## src/rtl/seq_divider_pkg.sv

```systemverilog
// Shared definitions for the sequential divider and its add_sub datapath unit.
// Latency: none (types and constants only).
// Backpressure: not applicable.
package seq_divider_pkg;

    // Default operand/result width, shared with add_sub instances.
    localparam int DATA_WIDTH = 16;

    // Control FSM encoding.
    typedef enum logic [1:0] {
        IDLE = 2'd0,
        RUN  = 2'd1,
        DONE = 2'd2
    } state_t;

endpackage

```

## src/rtl/seq_divider_if.sv

```systemverilog
// Start/busy/done request bundle between a requester and seq_divider.
// Latency: none (wires only).
// Backpressure: start is only honoured while the divider is idle; no queueing.
interface seq_divider_if
    import seq_divider_pkg::*;
#(
    parameter int nBit = DATA_WIDTH
);
    logic            start;
    logic [nBit-1:0] dividend;
    logic [nBit-1:0] divisor;
    logic            busy;
    logic            done;
    logic [nBit-1:0] quotient;
    logic [nBit-1:0] remainder;
    logic            div_by_zero;

    // Requester side: issues operands, observes status and results.
    modport master (
        output start, dividend, divisor,
        input  busy, done, quotient, remainder, div_by_zero
    );

    // Divider side.
    modport slave (
        input  start, dividend, divisor,
        output busy, done, quotient, remainder, div_by_zero
    );
endinterface

```

## src/rtl/seq_divider_add_sub.sv

```systemverilog
// Add/subtract unit: cond=1 gives a - b with cout=1 meaning no borrow (a >= b).
// Latency: combinational.
// Backpressure: none.
module add_sub
    import seq_divider_pkg::*;
#(
    parameter int WIDTH = DATA_WIDTH
) (
    input  logic [WIDTH-1:0] a,
    input  logic [WIDTH-1:0] b,
    input  logic             cond,
    output logic [WIDTH-1:0] sum,
    output logic             cout
);
    logic [WIDTH-1:0] b_eff;

    // Subtract is add of the ones' complement with carry-in set.
    assign b_eff = b ^ {WIDTH{cond}};

    // Single carry chain across the full width; carry-out is the no-borrow flag.
    assign {cout, sum} = {1'b0, a} + {1'b0, b_eff} + {{WIDTH{1'b0}}, cond};
endmodule

```

## src/rtl/seq_divider.sv

```systemverilog
// Restoring unsigned divider, one quotient bit per clock.
// Latency: done nBit+1 cycles after the accepting edge; 1 cycle for divide-by-zero.
// Backpressure: start ignored (not queued) while in RUN or DONE.
module seq_divider
    import seq_divider_pkg::*;
#(
    parameter int nBit = DATA_WIDTH
) (
    input  logic         clk,
    input  logic         rst,
    seq_divider_if.slave bus
);
    localparam int CW = $clog2(nBit);

    state_t          state;
    state_t          state_nxt;

    // Working registers: Q shifts dividend bits out while quotient bits shift in.
    logic [nBit-1:0] q_reg;
    logic [nBit-1:0] r_reg;
    logic [nBit-1:0] d_reg;
    logic [CW-1:0]   count;

    // Result registers, held until a new result is produced.
    logic [nBit-1:0] quotient_reg;
    logic [nBit-1:0] remainder_reg;
    logic            dbz_reg;

    logic [nBit:0]   trial;
    logic [nBit:0]   diff;
    logic            cout;
    logic [nBit-1:0] r_next;
    logic [nBit-1:0] q_next;
    logic            divisor_zero;
    logic            last_step;
    logic            diff_msb_unused;

    // Trial value is the partial remainder with the next dividend bit appended.
    assign trial = {r_reg, q_reg[nBit-1]};

    add_sub #(
        .WIDTH (nBit + 1)
    ) u_add_sub (
        .a    (trial),
        .b    ({1'b0, d_reg}),
        .cond (1'b1),
        .sum  (diff),
        .cout (cout)
    );

    // When the subtraction succeeds the difference is below D, so its MSB is always 0.
    assign diff_msb_unused = diff[nBit];

    assign r_next       = cout ? diff[nBit-1:0] : trial[nBit-1:0];
    assign q_next       = {q_reg[nBit-2:0], cout};
    assign divisor_zero = (bus.divisor == '0);
    assign last_step    = (count == '0);

    // State register.
    always_ff @(posedge clk) begin
        if (rst) begin
            state <= IDLE;
        end else begin
            state <= state_nxt;
        end
    end

    // Next-state logic: zero divisor short-circuits straight to DONE.
    always_comb begin
        state_nxt = state;
        case (state)
            IDLE: begin
                if (bus.start) begin
                    state_nxt = divisor_zero ? DONE : RUN;
                end
            end
            RUN: begin
                if (last_step) begin
                    state_nxt = DONE;
                end
            end
            DONE:    state_nxt = IDLE;
            default: state_nxt = IDLE;
        endcase
    end

    // Datapath: capture operands on accept, iterate in RUN, publish on the last step.
    always_ff @(posedge clk) begin
        if (rst) begin
            q_reg         <= '0;
            r_reg         <= '0;
            d_reg         <= '0;
            count         <= '0;
            quotient_reg  <= '0;
            remainder_reg <= '0;
            dbz_reg       <= 1'b0;
        end else begin
            case (state)
                IDLE: begin
                    if (bus.start) begin
                        if (divisor_zero) begin
                            quotient_reg  <= '1;
                            remainder_reg <= bus.dividend;
                            dbz_reg       <= 1'b1;
                        end else begin
                            q_reg <= bus.dividend;
                            r_reg <= '0;
                            d_reg <= bus.divisor;
                            count <= CW'(nBit - 1);
                        end
                    end
                end
                RUN: begin
                    q_reg <= q_next;
                    r_reg <= r_next;
                    count <= count - 1'b1;
                    if (last_step) begin
                        quotient_reg  <= q_next;
                        remainder_reg <= r_next;
                        dbz_reg       <= 1'b0;
                    end
                end
                default: begin
                end
            endcase
        end
    end

    assign bus.busy        = (state == RUN);
    assign bus.done        = (state == DONE);
    assign bus.quotient    = quotient_reg;
    assign bus.remainder   = remainder_reg;
    assign bus.div_by_zero = dbz_reg;
endmodule

```

## src/flat_wrapper.sv

```systemverilog
// flat-port wrapper written by rule: the top's interface ports become plain ports
module seq_divider_flat import seq_divider_pkg::*;
#(
    parameter int nBit = DATA_WIDTH
)
  (clk, rst, bus_start, bus_dividend, bus_divisor, bus_busy, bus_done, bus_quotient, bus_remainder, bus_div_by_zero);
  seq_divider_if #(.nBit(nBit)) bus_i ();
  input  logic clk;
  input  logic rst;
  input wire logic [$bits(bus_i.start)-1:0] bus_start;
  input wire logic [$bits(bus_i.dividend)-1:0] bus_dividend;
  input wire logic [$bits(bus_i.divisor)-1:0] bus_divisor;
  output wire logic [$bits(bus_i.busy)-1:0] bus_busy;
  output wire logic [$bits(bus_i.done)-1:0] bus_done;
  output wire logic [$bits(bus_i.quotient)-1:0] bus_quotient;
  output wire logic [$bits(bus_i.remainder)-1:0] bus_remainder;
  output wire logic [$bits(bus_i.div_by_zero)-1:0] bus_div_by_zero;
  assign bus_i.start = bus_start;
  assign bus_i.dividend = bus_dividend;
  assign bus_i.divisor = bus_divisor;
  assign bus_busy = bus_i.busy;
  assign bus_done = bus_i.done;
  assign bus_quotient = bus_i.quotient;
  assign bus_remainder = bus_i.remainder;
  assign bus_div_by_zero = bus_i.div_by_zero;
  seq_divider #(.nBit(nBit)) u_core (.clk(clk), .rst(rst), .bus(bus_i));
endmodule
```

## config.mk

```make
export PLATFORM = sky130hd
export DESIGN_NAME = seq_divider_flat
export DESIGN_NICKNAME = d
export VERILOG_FILES = /design/src/rtl/seq_divider_pkg.sv /design/src/rtl/seq_divider_if.sv /design/src/rtl/seq_divider_add_sub.sv /design/src/rtl/seq_divider.sv /design/src/flat_wrapper.sv
export SDC_FILE = /design/constraint.sdc
export NUM_CORES = 1
export LEC_CHECK = 0
export CORE_AREA = 10 10 133 86
export CTS_CLUSTER_SIZE = 24
export DETAILED_ROUTE_END_ITERATION = 12
export DIE_AREA = 0 0 143 96
export MAX_ROUTING_LAYER = met4
export PLACE_DENSITY = 0.77
export SLEW_MARGIN = 20
export SYNTH_ARGS = -nofsm -noshare
export SYNTH_HDL_FRONTEND = slang
export SYNTH_HIERARCHICAL = 1
export SYNTH_SLANG_ARGS = --single-unit
```

## constraint.sdc

```tcl
create_clock -name clk -period 3.7 [get_ports clk]
set_clock_uncertainty 0.2 [all_clocks]
set_input_delay 0.74 -clock clk [delete_from_list [all_inputs] [get_ports clk]]
set_output_delay 0.74 -clock clk [all_outputs]
set_load 0.05 [all_outputs]
```

==> impl_summary.txt, run 1 <==
----------------------------------------------------
[Setup path]
  Crit path launch type ... flip-flop
  Worst-path fanout max ... 18
  Cell occurring most often along the worst timing path ... sky130_fd_sc_hd__a21oi_1
  WP data arrival ... 3.37 ns
  R2R cell count ... 12
  Cell family with the largest share of critical-path delay ... compound AO/OA/AOI/OAI gates
  Critical path capture point type ... flip-flop
  CP max-delay cell ... sky130_fd_sc_hd__a211o_1
  Data required time at the worst endpoint ... approximately 3.8 ns
  Slowest Stage Delay on Critical Path ... between 0.3 and 0.4 ns
  WS Path Type ... reg2reg
  Source of the worst register-to-register timing path ... u_core/d_reg[1]$_SDFFE_PP0P_
  Setup slack on the worst flop-to-flop path ... 0.38 ns
  Count of buffering cells on the critical path with inverters included ... 1
  Cell Chain, Critical Path ... xor2_1, ha_1, and4_1, a211o_1, o21ai_2, a21oi_1, or3_1, buf_4, mux2i_1, nor2_1, a21oi_1, a211oi_1
  End of the worst register-to-register path ... u_core/bus.remainder[3]$_SDFFE_PP0P_

[Clocking]
  Clock network latency to the later pin of the worst-skew pair ... ~0.34 ns
  Number of buffers inserted during clock tree synthesis ... 9
  Clock input transition at the sequential cells of the worst setup and hold paths ... ~0.06 ns
  Total of cells resized after clock tree synthesis ... 0
  H-Tree Level Count ... 3
  Buffer depth of the longest clock path ... 2
  CTS tree ... yes
  Sinks on Clock Net ... 87
  # Post-CTS Setup Buffers ... 0
  CTS root buffer ... sky130_fd_sc_hd__clkbuf_16
  Count of hold buffers inserted by post-cts repair ... 0

[Routing]
  Vias per std cell ... approximately 6.2
  Drt wl/cell ... about 19 um
  Count of TritonRoute iterations in the first routing pass ... 4
  Total wire length after detailed routing ... 13.2 mm
  DRC violations left ... 0
  Iter 0 DRT Violations ... 368
  Final antenna-violating net count ... 0
  DR vias ... 4300

[Global routing]
  Initial antenna violation count ... 0
  First-pass GRT wire length ... between 20 and 25 mm
  Number of global-route vias before repair ... about 4.3k
  Pin count of the biggest net entering global routing ... 70
  Total track usage ... 20.0%
  Gr ovfl total ... 0

[Outcome]
  Outcome ... finished clean

[Cells and area]
  Antenna diode instance count ... 0
  Total of fill cells in the finished design ... a little over 700
  Finished Cell Area ... slightly below 6000 um2
  Proportion of layout cells with a drive suffix above 1 ... 10.2%
  Area growth from synthesis to layout ... 22.5%
  Number of nets in the finished design ... 629
  Number of cells in the finished layout apart from fillers ... between 600 and 700

[STA]
  Number of endpoints failing setup at the final stage ... 0
  Worst slew margin ... between 50% and 60%
  Worst hold slack ... 0.293 ns
  Final clock period utilization by the worst path ... between 80% and 90%
  Number of hold violations in the final report ... 0
  Setup Total Neg Slack ... 0 ns
  Tmin final ... 3.32 ns
  Setup repair after global routing missed its margin ... false
  Max Freq ... around 300 MHz
  Max-slew violation count ... 0
  Transition time of the tightest slew-check pin ... between 0.7 and 0.8 ns

[Pwr]
  Cell Int Power ... about 1.9 mW
  Combinational share of power ... 22.9%
  Leak ... 2.31 nW
  VDD IR max ... around 0.00029 V
  Overall power consumption ... around 2.7 mW
  P_sw ... 0.796 mW
  Sw Share ... between 20 and 30%
  Sequential share of power ... between 30% and 40%
  Clock power share ... 38.2%
  Power density of the placed cells ... around 460 nW/um2

[Yosys]
  Post-synthesis cell area ... 4810 um2
  Post-synth net total ... between 500 and 600
  Instance count of the mapped netlist ... 527
  Mean Syn Cell Area ... around 9.1 um2
  Number of warnings issued by yosys ... 6

[Floorplan]
  I/O pins ... 70
  Core Rows ... 27
  Die area ... 13700 um2
  Die Ht ... approximately 96 um
  Core Footprint ... 9020 um2
  Die width ... about 140 um
  Initial cell density of the core ... between 50% and 60%

[Placement]
  HPWL after detailed placement ... ~9.4 mm
  Post-place instance area ... roughly 5600 um2
  Routability congestion estimate from global placement ... 0.927
  Placed insts ... approximately 680
  IO buf count ... 69

[Run]
  Max-cap viol count ... 0

[Worst hold path]
  Count of cells along the worst hold path ... 2
  Capture endpoint of the worst hold path ... u_core/r_reg[14]$_SDFFE_PP0P_
  Class of the tightest hold or removal check ... reg2reg
  Hold path start ... u_core/r_reg[14]$_SDFFE_PP0P_

----------------------------------------------------
-- through the flow --
step,util (%),setup WS (ns)
2_1_floorplan,-,0.408
3_3_place_gp,61.6,0.431
3_5_place_dp,61.6,0.408
4_1_cts,65.3,0.398
5_1_grt,65.3,0.179
6_report,65.3,0.381
-- metal layers --
layer	up-vias	share of wire (%)	track usage, %
met2	165	45	30.8
li1	2034	-	-
met4	0	1.0	4.79
met1	2084	48	25.9
met3	17	6.0	4.97
met5	-	0	-
-- worst max-delay path by stage --
stage | startpoint | to | slack [ns] | depth (start not counted)
after floorplan | u_core/d_reg[1]$_SDFFE_PP0P_ | u_core/q_reg[0]$_SDFFE_PP0P_ | 0.41 | 12
after global placement | bus_divisor[4] | u_core/q_reg[11]$_SDFFE_PP0P_ | 0.43 | 6
after detailed placement | bus_divisor[4] | u_core/q_reg[12]$_SDFFE_PP0P_ | 0.41 | 6
after CTS | u_core/d_reg[1]$_SDFFE_PP0P_ | u_core/bus.remainder[3]$_SDFFE_PP0P_ | 0.40 | 12
after global routing | u_core/d_reg[6]$_SDFFE_PP0P_ | u_core/bus.remainder[1]$_SDFFE_PP0P_ | 0.18 | 12
final | u_core/d_reg[1]$_SDFFE_PP0P_ | u_core/bus.remainder[3]$_SDFFE_PP0P_ | 0.38 | 12
-- worst reg2reg max path, cell delays in order, from the launching register on --
cell	delay (ns)
sky130_fd_sc_hd__dfxtp_1	0.32
sky130_fd_sc_hd__xor2_1	0.27
sky130_fd_sc_hd__ha_1	0.32
sky130_fd_sc_hd__and4_1	0.21
sky130_fd_sc_hd__a211o_1	0.36
sky130_fd_sc_hd__o21ai_2	0.21
sky130_fd_sc_hd__a21oi_1	0.09
sky130_fd_sc_hd__or3_1	0.35
sky130_fd_sc_hd__buf_4	0.25
sky130_fd_sc_hd__mux2i_1	0.15
sky130_fd_sc_hd__nor2_1	0.18
sky130_fd_sc_hd__a21oi_1	0.08
sky130_fd_sc_hd__a211oi_1	0.26
-- layout make-up --
type / instances / area (um2) / area share (%)
Sequential cell: 87 / 1740 / 29.6
Clock inverter: 5 / 108 / 1.83
Multi-Input combinational cell: 388 / 2850 / 48.4
Tap cell: 116 / 145 / 2.46
Timing Repair Buffer: 81 / 786 / 13.3
Inverter: 9 / 33.8 / 0.573
Clock buffer: 10 / 229 / 3.89
-- cell usage in the layout, fill, tap and decap left out, types with 3 or more instances in the layout --
master                            count
sky130_fd_sc_hd__dfxtp_1             87
sky130_fd_sc_hd__clkdlybuf4s50_1     67
sky130_fd_sc_hd__nor2_1              56
sky130_fd_sc_hd__a21oi_1             48
sky130_fd_sc_hd__mux2i_1             33
sky130_fd_sc_hd__nand2_1             25
sky130_fd_sc_hd__xor2_1              22
sky130_fd_sc_hd__nor2b_1             18
sky130_fd_sc_hd__a211oi_1            17
sky130_fd_sc_hd__o2bb2ai_1           17
sky130_fd_sc_hd__ha_1                17
sky130_fd_sc_hd__a22oi_1             16
sky130_fd_sc_hd__o221a_1             14
sky130_fd_sc_hd__mux2_2              13
sky130_fd_sc_hd__buf_4               12
sky130_fd_sc_hd__clkbuf_16            9
sky130_fd_sc_hd__inv_1                9
sky130_fd_sc_hd__o21a_1               6
sky130_fd_sc_hd__and3_1               6
sky130_fd_sc_hd__xnor2_1              6
sky130_fd_sc_hd__nor4_1               5
sky130_fd_sc_hd__nand2b_1             4
sky130_fd_sc_hd__mux2_1               4
sky130_fd_sc_hd__a21o_1               4
sky130_fd_sc_hd__nand3_1              4
sky130_fd_sc_hd__bufinv_16            3
sky130_fd_sc_hd__nand4_1              3
sky130_fd_sc_hd__o21ai_0              3
-- power by group through the flow --
| stage | Clock, mW | Sequential (mW) | Combinational, mW |
|---|---|---|---|
| 5_1_grt | 1.09 | 1.06 | 0.668 |
| 4_1_cts | 1.05 | 1.05 | 0.616 |
| 2_1_floorplan | 0 | 1.15 | 0.335 |
| 3_5_place_dp | 0 | 1.07 | 0.611 |
| 3_3_place_gp | 0 | 1.07 | 0.602 |
| 6_report | 1.04 | 1.05 | 0.621 |
Note: power is estimated with default switching activity, not from simulation.
==> inputs of run 2 (changes only) <==
Settings changed: CORE_AREA 10 10 133 86 to 10 10 140 91, DIE_AREA 0 0 143 96 to 0 0 150 101, HOLD_SLACK_MARGIN set to 0.12, PLACE_DENSITY 0.77 to 0.69.
==> run 2 against run 1 <==
Utilization decreased by 7.8 points. First-iteration DRC count shrank 14%. Critical path depth unchanged. Cell count increased by 3.4%. Die area rose by 10%. Combinational power decreased by 0.8%. Count of clock-buffer cells in the layout shrank 1. Worst hold slack got worse by 0.0095 ns. Wire length is 1.3% lower. Critical endpoint is now u_core/bus.remainder[11]$_SDFFE_PP0P_. Largest cell class unchanged.
==> impl_summary.txt, run 2 (synthesis gave the netlist of run 1 again) <==
----------------------------------------------------
[Routing]
  Final antenna-violating net count ... 0 (unchanged)
  DRC violations left ... 0 (unchanged)
  Vias per std cell ... 5.71 (-7.5%)
  Iter 0 DRT Violations ... 317 (-14%)
  DR vias ... 4114 (-4.3%)
  Total wire length after detailed routing ... 13.0 mm (-1.3%)
  Drt wl/cell ... 18.1 um (-4.6%)
  Count of TritonRoute iterations in the first routing pass ... 4 (unchanged)

[Floorplan]
  Die width ... 150 um (+4.9%)
  Die Ht ... 101 um (+5.2%)
  Initial cell density of the core ... 47.0% (-6.3 points)
  I/O pins ... 70 (unchanged)
  Core Rows ... 29 (+7.4%)
  Die area ... 15200 um2 (+10%)
  Core Footprint ... 10200 um2 (+13%)

[Setup path]
  WS Path Type ... reg2reg
  Source of the worst register-to-register timing path ... u_core/d_reg[1]$_SDFFE_PP0P_
  Worst-path fanout max ... 7 (-11)
  Crit path launch type ... flip-flop
  R2R cell count ... 12 (unchanged)
  End of the worst register-to-register path ... u_core/bus.remainder[11]$_SDFFE_PP0P_
  WP data arrival ... 3.39 ns (+0.02 ns)
  Critical path capture point type ... flip-flop
  Data required time at the worst endpoint ... 3.75 ns (about the same)
  Setup slack on the worst flop-to-flop path ... 0.36 ns (-0.02 ns)

[STA]
  Final setup slack of the worst path ... 0.360 ns (-0.0214 ns)
  Setup repair after global routing missed its margin ... false
  Final clock period utilization by the worst path ... 90.3% (+0.58 points)
  Number of hold violations in the final report ... 0 (unchanged)
  Max Freq ... 299 MHz (-0.64%)
  Setup Total Neg Slack ... 0 ns (unchanged)
  Max-slew violation count ... 0 (unchanged)
  Transition time of the tightest slew-check pin ... 0.877 ns (+0.170 ns)
  Number of endpoints failing setup at the final stage ... 0 (unchanged)
  Worst slew margin ... 41.5% (-11 points)
  Tmin final ... 3.34 ns (+0.0214 ns)

[Global routing]
  Pin count of the biggest net entering global routing ... 70 (unchanged)
  First-pass GRT wire length ... 21.3 mm (-1.2%)
  Gr ovfl total ... 0 (unchanged)
  Number of global-route vias before repair ... 4010 (-5.7%)
  Total track usage ... 17.9% (-2.1 points)
  Initial antenna violation count ... 0 (unchanged)

[Pwr]
  Overall power consumption ... 2.54 mW (-6.3%)
  VDD IR max ... 0.000248 V (-13%)
  Leak ... 2.29 nW (-0.86%)
  Power density of the placed cells ... 431 nW/um2 (-6.2%)

[Worst hold path]
  Hold path start ... u_core/r_reg[1]$_SDFFE_PP0P_
  Class of the tightest hold or removal check ... reg2reg
  Count of cells along the worst hold path ... 2 (unchanged)
  Capture endpoint of the worst hold path ... u_core/r_reg[1]$_SDFFE_PP0P_

[Cells and area]
  Proportion of layout cells with a drive suffix above 1 ... 10.5% (+0.33 points)
  Finished Cell Area ... 5890 um2 (-0.11%)
  Number of cells in the finished layout apart from fillers ... 720 (+3.4%)
  Number of nets in the finished design ... 629 (unchanged)
  Most common cell after layout, fill and taps aside ... sky130_fd_sc_hd__dfxtp_1
  Area growth from synthesis to layout ... 22.3%
  Top library cells by usage in the layout, fill and taps aside ... sky130_fd_sc_hd__dfxtp_1 (87), sky130_fd_sc_hd__clkdlybuf4s50_1 (67), sky130_fd_sc_hd__nor2_1 (56), sky130_fd_sc_hd__a21oi_1 (48), sky130_fd_sc_hd__mux2i_1 (33)
  Antenna diode instance count ... 0 (unchanged)

[Placement]
  HPWL after detailed placement ... 9.52 mm (+0.93%)
  Post-Place Setup Slack ... 0.291 ns (-0.117 ns)
  Post-place instance area ... 5600 um2 (+0.74%)
  IO buf count ... 69 (unchanged)
  Placed insts ... 704 (+3.4%)
  Routability congestion estimate from global placement ... 0.844 (-8.9%)

[Clocking]
  # Post-CTS Setup Buffers ... 0 (unchanged)
  Buffer depth of the longest clock path ... 2 (unchanged)
  Sinks on Clock Net ... 87 (unchanged)
  Total of cells resized after clock tree synthesis ... 0 (unchanged)
  Number of buffers inserted during clock tree synthesis ... 9 (unchanged)
  H-Tree Level Count ... 3 (unchanged)
  CTS root buffer ... sky130_fd_sc_hd__clkbuf_16
  Clock network latency to the later pin of the worst-skew pair ... 0.34 ns (about the same)
  Clock input transition at the sequential cells of the worst setup and hold paths ... 0.06 ns (about the same)
  Count of hold buffers inserted by post-cts repair ... 0 (unchanged)
  CTS tree ... yes

[Run]
  Max-cap viol count ... 0 (unchanged)

[Outcome]
  Outcome ... finished clean

----------------------------------------------------
## run 2: cell types whose count changed in the layout (fill, tap and decap cells not counted)
cell | previous run | this run
sky130_fd_sc_hd__bufinv_16 | 3 | 0
sky130_fd_sc_hd__inv_6 | 0 | 3
sky130_fd_sc_hd__clkinv_2 | 0 | 1
sky130_fd_sc_hd__clkinvlp_4 | 0 | 1
sky130_fd_sc_hd__buf_12 | 1 | 2
sky130_fd_sc_hd__a21oi_4 | 0 | 1
sky130_fd_sc_hd__buf_4 | 12 | 11
sky130_fd_sc_hd__clkbuf_1 | 1 | 0
sky130_fd_sc_hd__a21oi_2 | 1 | 0
## run 2: how the worst max path moves through the flow
stage                                      start                                     to  slack, ns  cells past startpoint
finish              u_core/d_reg[1]$_SDFFE_PP0P_  u_core/bus.remainder[11]$_SDFFE_PP0P_       0.36                     12
global route        u_core/d_reg[1]$_SDFFE_PP0P_  u_core/bus.remainder[11]$_SDFFE_PP0P_       0.15                     12
CTS                 u_core/d_reg[1]$_SDFFE_PP0P_  u_core/bus.remainder[11]$_SDFFE_PP0P_       0.37                     12
detailed placement                bus_divisor[4]          u_core/q_reg[11]$_SDFFE_PP0P_       0.29                      5
global placement                 bus_divisor[12]          u_core/q_reg[11]$_SDFFE_PP0P_       0.34                      5
floorplan           u_core/d_reg[1]$_SDFFE_PP0P_           u_core/q_reg[0]$_SDFFE_PP0P_       0.41                     12
## run 2: metal layers
layer / vias up / share of wire, % / GRT usage [%]
met2: 103 / 43 / 25.8
met3: 12 / 5.7 / 4.13
li1: 2036 / - / -
met1: 1963 / 50 / 24.7
met5: - / 0 / -
met4: 0 / 0.73 / 3.87
## run 2: layout make-up
| type | count | area (um2) |
|---|---|---|
| Fill cell | 905 | 4350 |
| Multi-Input combinational cell | 388 | 2860 |
| Sequential cell | 87 | 1740 |
| Timing Repair Buffer | 81 | 798 |
| Clock buffer | 9 | 225 |
| Tap cell | 139 | 174 |
| Clock inverter | 7 | 56.3 |
| Inverter | 9 | 33.8 |
## run 2: stage by stage
step / hold WS [ns] / util (%)
finish: 0.283 / 57.5
global placement: 0.261 / 54.7
floorplan: 0.246 / -
detailed placement: 0.276 / 54.7
global route: 0.310 / 57.5
CTS: 0.285 / 57.5
## run 2: power by group
part | leakage [nW] | internal [mW] | switching [mW]
Sequential | 0.711 | 1.00 | 0.0550
Combinational | 1.44 | 0.251 | 0.365
Clock | 0.137 | 0.463 | 0.402
## run 2: critical path, cell delays in order, from the launching register on
cell	delay (ns)
sky130_fd_sc_hd__dfxtp_1	0.32
sky130_fd_sc_hd__xor2_1	0.22
sky130_fd_sc_hd__ha_1	0.29
sky130_fd_sc_hd__and4_1	0.21
sky130_fd_sc_hd__a211o_1	0.35
sky130_fd_sc_hd__o21ai_2	0.21
sky130_fd_sc_hd__a21oi_1	0.09
sky130_fd_sc_hd__or3_1	0.47
sky130_fd_sc_hd__buf_4	0.23
sky130_fd_sc_hd__mux2i_1	0.12
sky130_fd_sc_hd__nor2_1	0.20
sky130_fd_sc_hd__a21oi_1	0.07
sky130_fd_sc_hd__a211oi_1	0.26
==> inputs of run 3 (changes only) <==
Settings changed: CORE_AREA 10 10 140 91 to 10 10 143 92, DIE_AREA 0 0 150 101 to 0 0 153 102, PLACE_DENSITY 0.69 to 0.67.
==> run 3 against run 2 <==
Utilization is 0.92 points lower. Worst setup slack better by 0.078 ns. Combinational power is 1% lower. Worst hold slack better by 0.0014 ns. Cell area is 0.49% higher. Sequential share of layout area is 0.14 points lower. Flip-flop and latch count stayed put. Register-to-register slack better by 0.08 ns. First-iteration DRC count is 15% higher. Largest cell class unchanged.
==> impl_summary.txt, run 3 (synthesis gave the netlist of run 1 again) <==
----------------------------------------------------
[Routing]
  Count of TritonRoute iterations in the first routing pass ... 5 (+1)
  Total wire length after detailed routing ... 12.9 mm (-1.2%)
  Vias per std cell ... 5.69 (-0.41%)
  DRC violations left ... 0 (unchanged)
  Iter 0 DRT Violations ... 365 (+15%)
  Final antenna-violating net count ... 0 (unchanged)
  DR vias ... 4097 (-0.41%)
  Drt wl/cell ... 17.9 um (-1.2%)

[Clocking]
  Clock input transition at the sequential cells of the worst setup and hold paths ... 0.06 ns (about the same)
  Total of cells resized after clock tree synthesis ... 0 (unchanged)
  Count of hold buffers inserted by post-cts repair ... 0 (unchanged)
  # Post-CTS Setup Buffers ... 0 (unchanged)
  Buffer depth of the longest clock path ... 2 (unchanged)
  CTS root buffer ... sky130_fd_sc_hd__clkbuf_16
  Number of buffers inserted during clock tree synthesis ... 9 (unchanged)
  H-Tree Level Count ... 3 (unchanged)
  CTS tree ... yes
  Clock network latency to the later pin of the worst-skew pair ... 0.34 ns (about the same)
  Sinks on Clock Net ... 87 (unchanged)

[Floorplan]
  I/O pins ... 70 (unchanged)
  Core Footprint ... 10500 um2 (+2.1%)
  Core Rows ... 29 (unchanged)
  Die Ht ... 102 um (+0.99%)
  Initial cell density of the core ... 46.0% (-0.98 points)
  Die width ... 153 um (+2.0%)
  Die area ... 15600 um2 (+3.0%)

[Setup path]
  CP max-delay cell ... sky130_fd_sc_hd__or3_1
  Worst-path fanout max ... 10 (+3)
  WS Path Type ... reg2reg
  Slowest Stage Delay on Critical Path ... 0.38 ns (-0.09 ns)
  WP data arrival ... 3.31 ns (-0.08 ns)
  Crit path launch type ... flip-flop
  Cell Chain, Critical Path ... xor2_1, ha_1, and4_1, a211o_1, o21ai_2, a21oi_1, or3_1, buf_4, mux2i_1, nor2_1, a21oi_1, a211oi_1
  Data required time at the worst endpoint ... 3.74 ns (about the same)
  Count of buffering cells on the critical path with inverters included ... 1 (unchanged)
  Cell family with the largest share of critical-path delay ... compound AO/OA/AOI/OAI gates
  Cell occurring most often along the worst timing path ... sky130_fd_sc_hd__a21oi_1
  Critical path capture point type ... flip-flop

[Cells and area]
  Number of nets in the finished design ... 629 (unchanged)
  Antenna diode instance count ... 0 (unchanged)
  Combined area of the multi-input logic cells ... 2860 um2 (unchanged)
  Proportion of layout cells with a drive suffix above 1 ... 10.5% (unchanged)
  Register Area ... 1740 um2 (unchanged)
  Top library cells by usage in the layout, fill and taps aside ... sky130_fd_sc_hd__dfxtp_1 (87), sky130_fd_sc_hd__clkdlybuf4s50_1 (67), sky130_fd_sc_hd__nor2_1 (56), sky130_fd_sc_hd__a21oi_1 (48), sky130_fd_sc_hd__mux2i_1 (33)
  Most common cell after layout, fill and taps aside ... sky130_fd_sc_hd__dfxtp_1
  Area growth from synthesis to layout ... 22.9%
  Total of fill cells in the finished design ... 933 (+3.1%)
  Fraction of the core area covered by cells at the end of the flow ... 56.6% (-0.92 points)

[STA]
  Transition time of the tightest slew-check pin ... 0.954 ns (+0.0777 ns)
  Final setup slack of the worst path ... 0.437 ns (+0.0776 ns)
  Worst hold slack ... 0.285 ns (+0.00143 ns)
  Max Freq ... 306 MHz (+2.4%)
  Setup repair after global routing missed its margin ... false
  Tmin final ... 3.26 ns (-0.0776 ns)
  Final clock period utilization by the worst path ... 88.2% (-2.1 points)
  Worst slew margin ... 36.3% (-5.2 points)
  Setup Total Neg Slack ... 0 ns (unchanged)
  Number of endpoints failing setup at the final stage ... 0 (unchanged)
  Max-slew violation count ... 0 (unchanged)
  Number of hold violations in the final report ... 0 (unchanged)

[Global routing]
  Met3 usage ... 3.73% (-0.39 points)
  Global-route track usage on met1 ... 23.2% (-1.5 points)
  Total track usage ... 16.9% (-0.92 points)
  Met2 track demand over resource ... 24.6% (-1.3 points)
  Gr ovfl total ... 0 (unchanged)
  Number of global-route vias before repair ... 3963 (-1.2%)
  Initial antenna violation count ... 0 (unchanged)
  Pin count of the biggest net entering global routing ... 70 (unchanged)
  Global route hottest layer ... met2
  First-pass GRT wire length ... 21.2 mm (-0.77%)

[Pwr]
  Leak ... 2.30 nW (+0.45%)
  Sw Share ... 30.2% (-2.2 points)
  P_sw ... 0.798 mW (-2.8%)
  Combinational share of power ... 23.0% (-1.3 points)
  Sequential share of power ... 40.0% (-1.7 points)
  VDD IR max ... 0.000228 V (-7.9%)
  Cell Int Power ... 1.84 mW (+7.4%)
  Power density of the placed cells ... 447 nW/um2 (+3.6%)
  Clock power share ... 36.9% (+2.8 points)

[Placement]
  Routability congestion estimate from global placement ... 0.875 (+3.6%)
  Post-Place Setup Slack ... 0.265 ns (-0.0257 ns)
  HPWL after detailed placement ... 9.59 mm (+0.76%)
  IO buf count ... 69 (unchanged)

[Run]
  Max-cap viol count ... 0 (unchanged)

[Worst hold path]
  Class of the tightest hold or removal check ... reg2reg

[Outcome]
  Outcome ... finished clean

----------------------------------------------------
[run 3: changes by cell type in the layout (fill, tap and decap cells not counted), sizes merged]
cell	before	now
inv	12	9
bufinv	0	2
clkinvlp	1	2
[run 3: area by class of cell]
class,instances,area share (%)
clock buffer,9,3.81
clock inverter,7,1.65
inverter,9,0.571
multi-input combinational,388,48.3
sequential,87,29.4
tap,139,2.94
timing repair buffer,81,13.3
[run 3: power groups by stage]
stage | sequential (mW) | combinational [mW] | clock (mW)
after global placement | 1.08 | 0.594 | 0
after global routing | 1.07 | 0.661 | 1.03
after floorplan | 1.15 | 0.335 | 0
after CTS | 1.06 | 0.607 | 0.994
final | 1.06 | 0.609 | 0.976
after detailed placement | 1.08 | 0.603 | 0
[run 3: worst paths after layout]
check                                 from                               endpoint  slack [ns]  cells past startpoint
max           u_core/d_reg[1]$_SDFFE_PP0P_  u_core/bus.remainder[14]$_SDFFE_PP0P_        0.44                     12
min          u_core/r_reg[11]$_SDFFE_PP0P_          u_core/r_reg[11]$_SDFFE_PP0P_        0.28                      2
max reg2reg   u_core/d_reg[1]$_SDFFE_PP0P_  u_core/bus.remainder[14]$_SDFFE_PP0P_        0.44                     12
min reg2reg  u_core/r_reg[11]$_SDFFE_PP0P_          u_core/r_reg[11]$_SDFFE_PP0P_        0.28                      2
[run 3: routing by layer]
metal | vias up | wire [um]
met5 | - | 0
met4 | 0 | 108
met3 | 12 | 660
met2 | 96 | 5470
met1 | 1957 | 6630
li1 | 2032 | -
[run 3: worst register-to-register path, delay by kind of cell, from the launching register on]
family	cells	cell delay, ns
and+or+nand+nor	3	0.77
buffers and inverters	1	0.21
xor gates and xnor gates	1	0.23
adders and majority gates	1	0.30
AOI/OAI and AO/OA	5	1.00
muxes	1	0.14
DFF	1	0.32
[run 3: metrics by stage]
step	cells	power (mW)	area [um2]
final	720	2.64	5920
after global routing	720	2.76	5920
after CTS	720	2.66	5910
after detailed placement	704	1.68	5590
after global placement	704	1.67	5590
after floorplan	527	1.49	4810
